## src/rtl/psrx_pkg.sv

```systemverilog
// Shared definitions for the serial receive synchronisation path.
package psrx_pkg;

  localparam int          BYTE_W     = 8;
  localparam logic [7:0]  COMMA_BYTE = 8'hBC;

  typedef enum logic [1:0] {
    HUNT   = 2'd0,
    ALIGN  = 2'd1,
    ACTIVE = 2'd2
  } state_t;

endpackage

```

## src/rtl/psrx_shifter.sv

```systemverilog
// Serial-in shift register with a modulo-8 bit counter.
// o_shift_nxt is the byte window including the bit sampled on this edge;
// o_bit_last flags that this edge completes a byte in the current phase.
module psrx_shifter
  import psrx_pkg::*;
(
  input  logic              clk_32f,
  input  logic              reset,
  input  logic              i_data,
  input  logic              i_realign,
  output logic [BYTE_W-1:0] o_shift_nxt,
  output logic              o_bit_last
);

  logic [BYTE_W-1:0] r_shift;
  logic [2:0]        r_bit_cnt;

  assign o_shift_nxt = {r_shift[BYTE_W-2:0], i_data};
  assign o_bit_last  = (r_bit_cnt == 3'd7);

  // Shift one bit in per edge; realign restarts the byte phase so the next bit is bit 0.
  // NOTE: sequential state uses non-blocking assignments so every register samples pre-edge values.
  always_ff @(posedge clk_32f or posedge reset) begin
    if (reset) begin
      r_shift   <= '0;
      r_bit_cnt <= 3'd0;
    end else begin
      r_shift <= o_shift_nxt;
      if (i_realign) r_bit_cnt <= 3'd0;
      else           r_bit_cnt <= r_bit_cnt + 3'd1;
    end
  end

endmodule

```

## src/rtl/psrx_sync_ctrl.sv

```systemverilog
// Receive synchronisation controller: hunts for the comma byte, requires
// BC_THRESH consecutive aligned commas before declaring the link active,
// then delivers non-comma bytes with a valid flag.
module psrx_sync_ctrl
  import psrx_pkg::*;
#(
  parameter logic [7:0] COMMA     = COMMA_BYTE,
  parameter int         BC_THRESH = 4
) (
  input  logic              clk_32f,
  input  logic              reset,
  input  logic              data_in,
  output logic [BYTE_W-1:0] data_out,
  output logic              valid_out,
  output logic              active,
  output logic              byte_strobe
);

  localparam logic [3:0] THRESH = 4'(BC_THRESH);

  logic [BYTE_W-1:0] w_shift_nxt;
  logic              w_bit_last;
  logic              w_realign;
  logic              w_is_comma;

  state_t            r_state;
  state_t            w_state_nxt;
  logic [3:0]        r_bc_cnt;
  logic [3:0]        w_bc_cnt_nxt;
  logic [BYTE_W-1:0] r_data;
  logic [BYTE_W-1:0] w_data_nxt;
  logic              r_valid;
  logic              w_valid_nxt;
  logic              r_strobe;
  logic              w_strobe_nxt;

  psrx_shifter u_shifter (
    .clk_32f     (clk_32f),
    .reset       (reset),
    .i_data      (data_in),
    .i_realign   (w_realign),
    .o_shift_nxt (w_shift_nxt),
    .o_bit_last  (w_bit_last)
  );

  assign w_is_comma = (w_shift_nxt == COMMA);

  // Next-state, comma counting and output update decisions.
  // NOTE: every signal gets a default before the case so no path can infer a latch.
  always_comb begin
    w_state_nxt  = r_state;
    w_bc_cnt_nxt = r_bc_cnt;
    w_realign    = 1'b0;
    w_strobe_nxt = 1'b0;
    w_data_nxt   = r_data;
    w_valid_nxt  = r_valid;
    case (r_state)
      HUNT: begin
        // Bit-slip search: any bit offset may start a byte.
        if (w_is_comma) begin
          w_realign    = 1'b1;
          w_bc_cnt_nxt = 4'd1;
          w_state_nxt  = (THRESH == 4'd1) ? ACTIVE : ALIGN;
        end
      end
      ALIGN: begin
        if (w_bit_last) begin
          w_strobe_nxt = 1'b1;
          if (w_is_comma) begin
            w_bc_cnt_nxt = r_bc_cnt + 4'd1;
            if (r_bc_cnt + 4'd1 == THRESH) w_state_nxt = ACTIVE;
          end else begin
            // A broken comma run discards alignment; the search resumes on the next edge.
            w_bc_cnt_nxt = 4'd0;
            w_state_nxt  = HUNT;
          end
        end
      end
      ACTIVE: begin
        // bc_cnt is held here; only reset leaves this state.
        if (w_bit_last) begin
          w_strobe_nxt = 1'b1;
          if (w_is_comma) begin
            w_valid_nxt = 1'b0;
          end else begin
            w_data_nxt  = w_shift_nxt;
            w_valid_nxt = 1'b1;
          end
        end
      end
      default: begin
        w_state_nxt  = HUNT;
        w_bc_cnt_nxt = 4'd0;
        w_valid_nxt  = 1'b0;
      end
    endcase
  end

  // State, comma counter and registered outputs.
  always_ff @(posedge clk_32f or posedge reset) begin
    if (reset) begin
      r_state  <= HUNT;
      r_bc_cnt <= 4'd0;
      r_data   <= '0;
      r_valid  <= 1'b0;
      r_strobe <= 1'b0;
    end else begin
      r_state  <= w_state_nxt;
      r_bc_cnt <= w_bc_cnt_nxt;
      r_data   <= w_data_nxt;
      r_valid  <= w_valid_nxt;
      r_strobe <= w_strobe_nxt;
    end
  end

  assign data_out    = r_data;
  assign valid_out   = r_valid;
  assign active      = (r_state == ACTIVE);
  assign byte_strobe = r_strobe;

endmodule

```

## config.mk

```make
export PLATFORM = sky130hd
export DESIGN_NAME = psrx_sync_ctrl
export DESIGN_NICKNAME = d
export VERILOG_FILES = /design/src/rtl/psrx_pkg.sv /design/src/rtl/psrx_shifter.sv /design/src/rtl/psrx_sync_ctrl.sv
export SDC_FILE = /design/constraint.sdc
export NUM_CORES = 1
export LEC_CHECK = 0
export CAP_MARGIN = 20
export CORE_MARGIN = 2
export CORE_UTILIZATION = 48
export DETAILED_ROUTE_END_ITERATION = 12
export GPL_TIMING_DRIVEN = 0
export PLACE_DENSITY = 0.85
export SLEW_MARGIN = 25
export SYNTH_ARGS = -nofsm -noshare
export SYNTH_HDL_FRONTEND = slang
export SYNTH_SLANG_ARGS = --single-unit
```

## constraint.sdc

```tcl
create_clock -name clk_32f -period 1.75 [get_ports clk_32f]
set_input_delay 0.2625 -clock clk_32f [delete_from_list [all_inputs] [get_ports clk_32f]]
set_output_delay 0.2625 -clock clk_32f [all_outputs]
set_load 0.02 [all_outputs]
```

==> run summary <==
Status = complete, no violations
Worst-path fanout max = 5
Final-stage net count = 118
P&R area growth vs syn = 22.65%
WL per Instance = 15.11 um
Die Ht = 52.81 um
Critical Path Start Type = register
Diode count = 0
Gr ovfl total = 0
RSZ-0062 raised after global routing = no
Post-synthesis sequential area ratio = 56.89%
Worst-Skew Late Latency = 0.31 ns
Final Max Tran Viols = 0
Final Hold Vio Count = 0
Worst-Margin Slew = 0.5446 ns
Post-synth cell types = 28
Post-Syn Area per Cell = 13.14 um^2
CTS buffer count = 3
Ratio of cells with drive above 1 in the final layout = 23.36%
CTS Hold Buffers Added = 0
Tmin final = 1.703 ns
I/O pin count = 14
GP Congestion = 0.9228
Highest clock rate = 0.5873 GHz
Skew final = 0.001999 ns
Max-cap violations = 0
DRT Wirelength = 2040 um
FP Rows = 17
DR vias = 776
Core box area = 2233 um^2
CTS sink cnt = 26
DRC Markers = 0
Max-slew headroom = 63.42%
Die Span X = 52.81 um
Initial antenna violation count = 0
Antenna Nets Post-Route = 0
Worst EP required = 1.49 ns
Post-Syn Nets = 97
Filler cell count = 183
Setup violators final = 0
Critical path endpoint category = primary output
Power Dens Cells = 777.7 nW/um^2
Starting Density = 51.20%
Initial drt markers = 3
Post-Route Setup TNS = 0 ns
Yosys reg bits = 26
Clock buffer depth = 2
Total Routing Usage GR = 18.08%
Final Power = 1.091 mW
Final worst path period share = 97.29%
Most frequent cells in the layout = dfrtp_1, clkdlybuf4s50_1, mux2_2, a21oi_1, ha_1
Final core utilization = 62.80%
Post-Synthesis Cells = 87
Top_reg_cell synth = dfrtp_1
Worst Path Class, Setup = reg2out
Die area = 2789 um^2
Peak VDD IR = 0.6615 mV
Number of H-tree levels = 1
Post-synth ARST share = 100.0%
CP Data Arrival Time = 1.44 ns
DR vias/cell = 5.748
CTS root buf = clkbuf_4
Vias in the first global route = 858
Port bufs = 13
CTS tree = done
TritonRoute pass-1 iters = 5
First-pass GRT wire length = 3615 um
Detailed Place HPWL = 1418 um
Hold Path Class = in2reg
Most common cell after layout, fill and taps aside = dfrtp_1
Ys Warns = 0
LEAKAGE = 0.6357 nW
Clock transition at path regs = 0.13 ns
Syn Std Cell Area = 1144 um^2
Largest net degree at the start of global routing = 27
Post-synth EDFFs = 0
-- sequential cells by signal (all words and copies together) (netlist names) --
name and flops:
byte_strobe 1, data_out 8, r_bc_cnt 4, valid_out 1, u_shifter.r_shift 7, u_shifter.r_bit_cnt 3
r_state 2
-- metal layers --
layer	part of all wire, %	vias to the layer above	GRT usage [%]	wire (um)
met1	44	390	22.22	899
met4	0.34	0	9.829	7
met3	2.9	2	2.857	60
met2	53	22	30.21	1072
li1	-	362	-	-
met5	0	-	0	0
-- Yosys cell counts (all sizes together), types with 2 or more instances --
cell / count / area [um^2]
nor2: 2 / 7.510
and2: 3 / 18.77
nand2: 3 / 11.26
o21ai: 3 / 15.01
ha: 7 / 87.58
nor2b: 2 / 12.51
o2bb2ai: 3 / 26.28
mux2: 8 / 90.09
dfrtp: 26 / 650.6
or4: 2 / 18.77
a21oi: 6 / 30.03
nand3: 2 / 10.01
inv: 6 / 22.52
-- critical path, stage by stage (launching register included) --
cell	delay, ns
dfrtp_1	0.43
inv_1	0.11
ha_2	0.24
dlygate4sd2_1	0.35
-- per-stage QoR --
stage	area, um^2	std cells	hold WS (ns)	worst slack (ns)
final	1403	135	0.1339	0.04734
after global routing	1403	135	0.1216	0.002252
after CTS	1378	133	0.4228	0.006571
after detailed placement	1315	128	0.3909	-0.3874
after global placement	1315	128	0.3913	-0.2734
after floorplan	1150	87	0.2939	0.009621
-- layout make-up --
type,instances,area (um^2),area share [%]
multi-input combinational,56,511.7,36.49
inverter,6,22.52,1.606
sequential,26,650.6,46.39
clock buffer,4,36.28,2.587
tap,28,35.03,2.498
timing repair buffer,15,146.4,10.44
-- worst paths after layout --
path,from,end,slack (ns),cells past startpoint
max,r_state[0],active,0.05,3
min,data_in,u_shifter.r_shift[0],0.13,1
max reg2reg,u_shifter.r_shift[1],r_state[0],0.06,4
min reg2reg,u_shifter.r_shift[3],u_shifter.r_shift[4],0.42,0
max in group asynchronous,reset,r_bc_cnt[3],1.12,2
min in group asynchronous,reset,data_out[4],0.29,2
-- power by group --
group          internal (mW)  switching, mW
registers              0.643         0.0283
clock network          0.127          0.164
logic                 0.0544         0.0746
-- kinds of logic after synthesis --
| logic type | count (synthesis) | synth area share, % |
|---|---|---|
| DFF | 26 | 56.89 |
| AOI/OAI and AO/OA | 20 | 12.26 |
| and+or+nand+nor | 20 | 13.35 |
| muxes | 8 | 7.878 |
| adders and majority gates | 7 | 7.658 |
| buffers and inverters | 6 | 1.969 |
-- repair_timing --
item,CTS,global route
pin swaps,1,1
buffers inserted,0,2
endpoints found under the setup margin,9,14
resized for setup,4,6
cloned,1,0
(Power assumes the default switching activity.)
